### src/rtl/memory_data_unit_pkg.sv
// Shared CPU-side definitions for the memory data unit: transaction states and widths.
package memory_data_unit_pkg;

    localparam int WORD_W         = 32;
    localparam int DEFAULT_ADDR_W = 9;

    typedef enum logic [1:0] {
        IDLE  = 2'd0,
        READ  = 2'd1,
        WRITE = 2'd2,
        DONE  = 2'd3
    } mdu_state_t;

endpackage

### src/rtl/mem_txn_fsm.sv
// Memory transaction controller: state, saturating wait counter, strobes, done pulse and sticky timeout.
module mem_txn_fsm
    import memory_data_unit_pkg::*;
#(
    parameter int TIMEOUT = 15
) (
    input  logic clock,
    input  logic clear,
    input  logic Read,
    input  logic Write,
    input  logic mem_ready,
    output logic mem_rd,
    output logic mem_wr,
    output logic busy,
    output logic done,
    output logic err,
    output logic capture,
    output logic load_ok
);

    localparam logic [7:0] LAST_WAIT = 8'(TIMEOUT - 1);

    mdu_state_t state, state_next;
    logic [7:0] wait_cnt, wait_next;
    logic       err_next;

    always_ff @(posedge clock or negedge clear) begin
        if (!clear) begin
            state    <= IDLE;
            wait_cnt <= 8'd0;
            err      <= 1'b0;
        end else begin
            state    <= state_next;
            wait_cnt <= wait_next;
            err      <= err_next;
        end
    end

    always_comb begin
        state_next = state;
        wait_next  = wait_cnt;
        err_next   = err;
        case (state)
            IDLE: begin
                // Read has priority; a simultaneous Write is simply dropped
                if (Read) begin
                    state_next = READ;
                    wait_next  = 8'd0;
                    err_next   = 1'b0;
                end else if (Write) begin
                    state_next = WRITE;
                    wait_next  = 8'd0;
                    err_next   = 1'b0;
                end
            end
            READ, WRITE: begin
                if (mem_ready) begin
                    state_next = DONE;
                end else if (wait_cnt == LAST_WAIT) begin
                    state_next = IDLE;
                    err_next   = 1'b1;
                end else if (wait_cnt != 8'hFF) begin
                    wait_next = wait_cnt + 8'd1;
                end
            end
            DONE:    state_next = IDLE;
            default: state_next = IDLE;
        endcase
    end

    // Strobes decode straight from the state register, so reset drops them at once
    always_comb begin
        mem_rd  = (state == READ);
        mem_wr  = (state == WRITE);
        busy    = (state == READ) || (state == WRITE);
        done    = (state == DONE);
        capture = (state == READ) && mem_ready;
        load_ok = (state == IDLE) || (state == DONE);
    end

endmodule

### src/rtl/memory_data_unit.sv
// CPU memory-side datapath: MAR, MDR and their load selection around the transaction controller.
module memory_data_unit
    import memory_data_unit_pkg::*;
#(
    parameter int ADDR_W  = DEFAULT_ADDR_W,
    parameter int TIMEOUT = 15
) (
    input  logic              clock,
    input  logic              clear,
    input  logic [WORD_W-1:0] BusMuxOut,
    input  logic              MARin,
    input  logic              MDRin,
    input  logic              Read,
    input  logic              Write,
    output logic [ADDR_W-1:0] mem_addr,
    output logic [WORD_W-1:0] mem_wdata,
    output logic              mem_rd,
    output logic              mem_wr,
    input  logic [WORD_W-1:0] Mdatain,
    input  logic              mem_ready,
    output logic [WORD_W-1:0] MDR_q,
    output logic              busy,
    output logic              done,
    output logic              err
);

    logic [ADDR_W-1:0] mar;
    logic [WORD_W-1:0] mdr;
    logic              capture;
    logic              load_ok;
    logic              mar_load;
    logic              mdr_bus_load;

    mem_txn_fsm #(
        .TIMEOUT (TIMEOUT)
    ) fsm (
        .clock     (clock),
        .clear     (clear),
        .Read      (Read),
        .Write     (Write),
        .mem_ready (mem_ready),
        .mem_rd    (mem_rd),
        .mem_wr    (mem_wr),
        .busy      (busy),
        .done      (done),
        .err       (err),
        .capture   (capture),
        .load_ok   (load_ok)
    );

    // Bus loads are locked out while a strobe is active so address/data stay stable
    assign mar_load     = MARin && load_ok;
    assign mdr_bus_load = MDRin && load_ok;

    always_ff @(posedge clock or negedge clear) begin
        if (!clear) begin
            mar <= '0;
            mdr <= '0;
        end else begin
            if (mar_load)
                mar <= BusMuxOut[ADDR_W-1:0];
            if (capture)
                mdr <= Mdatain;
            else if (mdr_bus_load)
                mdr <= BusMuxOut;
        end
    end

    assign mem_addr  = mar;
    assign mem_wdata = mdr;
    assign MDR_q     = mdr;

endmodule

### config.mk
export PLATFORM = sky130hd
export DESIGN_NAME = memory_data_unit
export DESIGN_NICKNAME = d
export VERILOG_FILES = /design/src/rtl/memory_data_unit_pkg.sv /design/src/rtl/mem_txn_fsm.sv /design/src/rtl/memory_data_unit.sv
export SDC_FILE = /design/constraint.sdc
export NUM_CORES = 1
export LEC_CHECK = 0
export CAP_MARGIN = 20
export CORE_MARGIN = 10
export CORE_UTILIZATION = 30
export CTS_CLUSTER_DIAMETER = 100
export DETAILED_ROUTE_END_ITERATION = 7
export HOLD_SLACK_MARGIN = 0.06
export REMOVE_ABC_BUFFERS = 1
export SLEW_MARGIN = 25
export SYNTH_ARGS = -nofsm -noshare
export SYNTH_HDL_FRONTEND = slang
export SYNTH_HIERARCHICAL = 1
export SYNTH_SLANG_ARGS = --single-unit
### constraint.sdc
create_clock -name clock -period 3.6 [get_ports clock]
set_input_delay 0.72 -clock clock [delete_from_list [all_inputs] [get_ports clock]]
set_output_delay 0.72 -clock clock [all_outputs]
set_load 0.01 [all_outputs]
* Word-level counts from Yosys, hierarchy flattened
Cells that the tools add are included.
** Storage, ports and cells
- Bits in registers :: 52
- Input bits :: 71
- Output and inout port bits :: 78
- Word-level logic and storage cells :: 47
** Cells by class
- Add/subtract/negate cells :: 1
- Eq/ne operators :: 11
- Muxes and demuxes :: 18
- Reduce and logical (&&, ||, !) cells :: 12
** Operator list (count)
- $mux W32 :: 2
- $mux W8 :: 5
- $pmux W8 S2 :: 1
- $add A8 B1 Y8 const B :: 1
- $eq A8 B4 Y1 const B :: 1
- $mux W2 :: 4
- $ne A8 B8 Y1 const B :: 1
- $pmux W2 S3 :: 1
- $reduce_and A5 Y1 :: 1
- $eq A2 B2 Y1 const B :: 2
- $mux W1 :: 4
- $ne A2 B1 Y1 const B :: 2
- $ne A2 B2 Y1 const B :: 2
- $reduce_and A4 Y1 :: 1
- $reduce_bool A2 Y1 :: 2
- $logic_and A1 B1 Y1 :: 3
- $ne A3 B2 Y1 const B :: 1
- $ne A3 B3 Y1 const B :: 1
- $eq A2 B1 Y1 const B :: 1
- $logic_not A2 Y1 :: 1
- $logic_or A1 B1 Y1 :: 2
- $pmux W1 S2 :: 1
- $reduce_and A2 Y1 :: 1
- $reduce_or A2 Y1 :: 1

* Depth between registers and ports, before layout
- Word-level depth :: 5
- Mapped depth :: 7

* By module
Netlist, hierarchy kept.
** By module, submodules not included
- memory_data_unit :: times used 1, cells an instance 233, area an instance 2536.2 µm²
- mem_txn_fsm :: times used 1, cells an instance 78, area an instance 735.7 µm²

* Worst setup path after synthesis
Ideal clock, no wire load.
- Kind :: reg2reg
- Start :: register fsm.state[0]
- End :: register fsm.wait_cnt[1]
- Arrival time :: 1783 ps
- Data required time :: 3475 ps
- Setup slack :: 1692 ps
- Cell stages (with the launch flop) :: 8
- Buffers on the path :: 1
- Clock period less this slack :: 1908 ps
- Path through :: dfrtp_1 inv_1 ha_1 clkbuf_1 nand2_1 nor3_2 nor3_4 mux2_4
** Between the ends
- Word-level cells in the longest chain between the ends :: 4
- Elaborated cells on any way between the ends :: 11
** Ends and longest elaborated chain
- start, declared :: RTL line mem_txn_fsm.sv:23 : mdu_state_t state, state_next;
- start signal, assigned :: RTL line mem_txn_fsm.sv:33 : state <= state_next;
- $eq A2 B1 Y1 / $eq A2 B2 Y1 (equally long branches) :: RTL line mem_txn_fsm.sv:43 : case (state)
- $reduce_or A2 Y1 :: RTL line mem_txn_fsm.sv:43
- $ne A2 B2 Y1 (no source line), or another cell as far along
- $reduce_and A5 Y1 (no source line)
- end signal, assigned :: RTL line mem_txn_fsm.sv:34 : wait_cnt <= wait_next;
- end, declared :: RTL line mem_txn_fsm.sv:24 : logic [7:0] wait_cnt, wait_next;
Parallel ways exist; a longest one is shown, timed or not.
A chain may end at the register's enable or synchronous reset.

* Final worst setup path
- Start :: register fsm.state[0]
- End :: output port busy
** Between the ends
- Word-level cells in the longest chain between the ends :: 2
- Elaborated cells on any way between the ends :: 3
** Ends and longest elaborated chain
- $eq A2 B1 Y1 / $eq A2 B2 Y1 (equally long branches) :: RTL line mem_txn_fsm.sv:75 : busy = (state == READ) || (state == WRITE);
- $logic_or A1 B1 Y1 (*) :: RTL line mem_txn_fsm.sv:75
- end, declared :: RTL line memory_data_unit.sv:22 : output logic busy,
Every way passes the cells marked *; elsewhere a longest branch is shown, timed or not.

==> metrics.cfg <==
[critical_path]
cp_max_fo=14
required_ns=2.88
r2r_slack_ns=1.15
worstPathArrival_ns=1.99
path_cells=inv_1 > ha_1 > clkdlybuf4s50_1
rr_worst_depth=5
crit_path_end_kind=output port
critPathSlowestCell=clkdlybuf4s50_1
worstReg2RegEnd=MDR_q[31]$_DFFE_PN0P_
cpPeakStageDelay_ns=0.64
worstReg2RegStart=fsm/state[0]$_DFFE_PN0P_
cp-start-kind=register
crit_type=register to output port

[die]
rows=38
die_x_um=124
core_um2=10700
fp.dieArea_um2=15500
ioPinCount=149
die_height_um=124
start_util=0.304

[sta]
skew_ns=0.00719
max-slew-margin-rel=0.468
hold_viol=0
rsz0062_at_grt=no
setup_slack_ns=0.889
post-route-period-util=0.753
setup_viol_count_final=0
worstMarginPinSlew_ns=0.797
tns_ns=0
finalMaxSlewViolations=0
max_freq_ghz=0.369
period_needed_ns=2.71

[cts]
root_buffer=clkbuf_8
clk_pin_slew_ns=0.09
postCtsHoldBufs=0
clock_latency_ns=0.30
clockBufferDepth=2
post_cts_buffers=0
clkSinkCount=52
cts_tree=built
cts_buffers=5
htreeDepth=2
ctsResizeCount=0

[finish]
multi_input_area_um2=1440
n_antenna_cell=0
final_cells=555
fin_area_um2=4680
seqCellArea_um2=1300
syn2layout_area_growth_pct=43.2
fill_cells=1046
nets=492
drive_above_1_share=0.123

[detailed_routing]
routed_wirelength_um=9820
drcViolationCount=0
num_vias=2662
wl_per_cell_um=17.7
dr.pass1.iters=4
vias_per_cell=4.80
ant_nets=0
first_iter_violations=127

[place]
placed_cells=548
io_buffers=148
dpl_cell_area_um2=4590
pre_cts_ws_ns=1.00
place_congestion=0.777
hpwl_um=7420

[synthesis]
ys_types=38
synth_edf_count=0
syn_inst=311
synthFlopType=dfrtp_1
synthArstFlopShare=1.00
seq_area_frac_synth=0.398
ys_ff_latch=52
syn_area_um2=3270
ys_warn_count=6
syn_area_per_cell_um2=10.5

[global_routing]
grt_max_degree=68
first_global_vias=2978
grt_pass1_wl_um=16300
grt_antenna_before_repair=0
grt_overflow=0
grtUsageTotal=0.126

[worst_hold_path]
min_path_type=register to register
holdPathEnd=mem_addr[3]$_DFFE_PN0P_
hold_depth=1
worstHoldStart=mem_addr[3]$_DFFE_PN0P_

[power]
p_per_area_nw_per_um2=842
max-vdd-ir-drop_mv=0.359
p_leak_nw=1.87

[run]
maxCapViolCount=0

[outcome]
outcome=complete, no violations

## cell usage in the layout, fill, tap and decap left out, drive strengths merged
cell type      count
clkdlybuf4s50    147
dfrtp             52
nand2             40
inv               38
nand4b            33
o311ai            32
a31oi             10
mux2              10
clkbuf             7
ha                 6
buf                6
nor2               5
nor3               4
nand3              3
o21ai              3
nand2b             3
and2               2
o22a               2
or3b               1
o211ai             1
or3                1
o211a              1
and3               1
a211o              1
a32o               1
nand4              1
a21oi              1
nor2b              1
o21a               1
mux2i              1
## worst max-delay path: cells and delay by family (launching register included)
kind                       cells  cell delay (ns)
buffers and inverters          2             0.72
adders and majority gates      1             0.57
DFF                            1             0.40
## where the power goes
| group | internal [mW] | switching, mW |
|---|---|---|
| clock | 0.172 | 0.186 |
| sequential | 0.852 | 0.216 |
| combinational | 1.33 | 1.19 |
| total | 2.35 | 1.59 |
## per-layer routing
layer	wire [µm]	vias to the layer above	GRT usage
li1	-	1278	-
met1	4390	1292	0.156
met2	4640	87	0.204
met3	730	5	0.0477
met4	55	0	0.0226
met5	0	-	0
## stage by stage
| step | utilization | power (mW) | hold slack, ns |
|---|---|---|---|
| 3_3_place_gp | 0.427 | 3.61 | 0.475 |
| 3_5_place_dp | 0.427 | 3.65 | 0.480 |
| 4_1_cts | 0.436 | 4.03 | 0.502 |
| 2_1_floorplan | - | 2.32 | 0.424 |
| 6_report | 0.436 | 3.94 | 0.495 |
| 5_1_grt | 0.436 | 4.26 | 0.510 |
## worst max path at each step
stage / slack (ns) / to / start / cells past startpoint
6_report: 0.89 / busy / fsm/state[0]$_DFFE_PN0P_ / 3
5_1_grt: 0.76 / busy / fsm/state[0]$_DFFE_PN0P_ / 3
2_1_floorplan: 0.45 / MDR_q[30]$_DFFE_PN0P_ / mem_ready / 3
3_3_place_gp: 1.05 / MDR_q[9]$_DFFE_PN0P_ / mem_ready / 5
3_5_place_dp: 1.00 / MDR_q[27]$_DFFE_PN0P_ / mem_ready / 5
4_1_cts: 0.84 / busy / fsm/state[0]$_DFFE_PN0P_ / 3
## registers in the layout, indices dropped and copies added (netlist names)
name / count
mem_addr: 9
MDR_q: 32
fsm/err: 1
fsm/state: 2
fsm/wait_cnt: 8
## cells in the mapped netlist (2+ instances only)
cell	n	area (µm²)
buf_1	3	11.3
o311ai_2	30	488
nand4b_1	33	289
nand2b_1	3	18.8
nand2_1	39	146
dfrtp_1	52	1300
o21ai_0	3	15.0
nor2_1	5	18.8
ha_1	6	75.1
clkbuf_1	6	22.5
a31oi_1	10	62.6
buf_6	5	56.3
buf_2	7	35.0
nor3_2	2	20.0
o22a_1	2	17.5
o311ai_1	2	17.5
nand3_1	3	15.0
inv_1	38	143
mux2_1	9	101
buf_4	35	263
## final cells by class
class / instances / area share
sequential: 52 / 0.278
tap: 140 / 0.0374
clock buffer: 7 / 0.0206
inverter: 38 / 0.0304
timing repair buffer: 153 / 0.326
multi-input combinational: 165 / 0.308
## cells by family after synthesis
| kind of cell | after synthesis | share of synthesized area |
|---|---|---|
| simple gates | 95 | 0.179 |
| buf+inv | 94 | 0.162 |
| compound gates | 53 | 0.200 |
| flops | 52 | 0.398 |
| mux | 11 | 0.0386 |
| fa+ha+maj | 6 | 0.0229 |
Power figures use the tool's default switching activity.
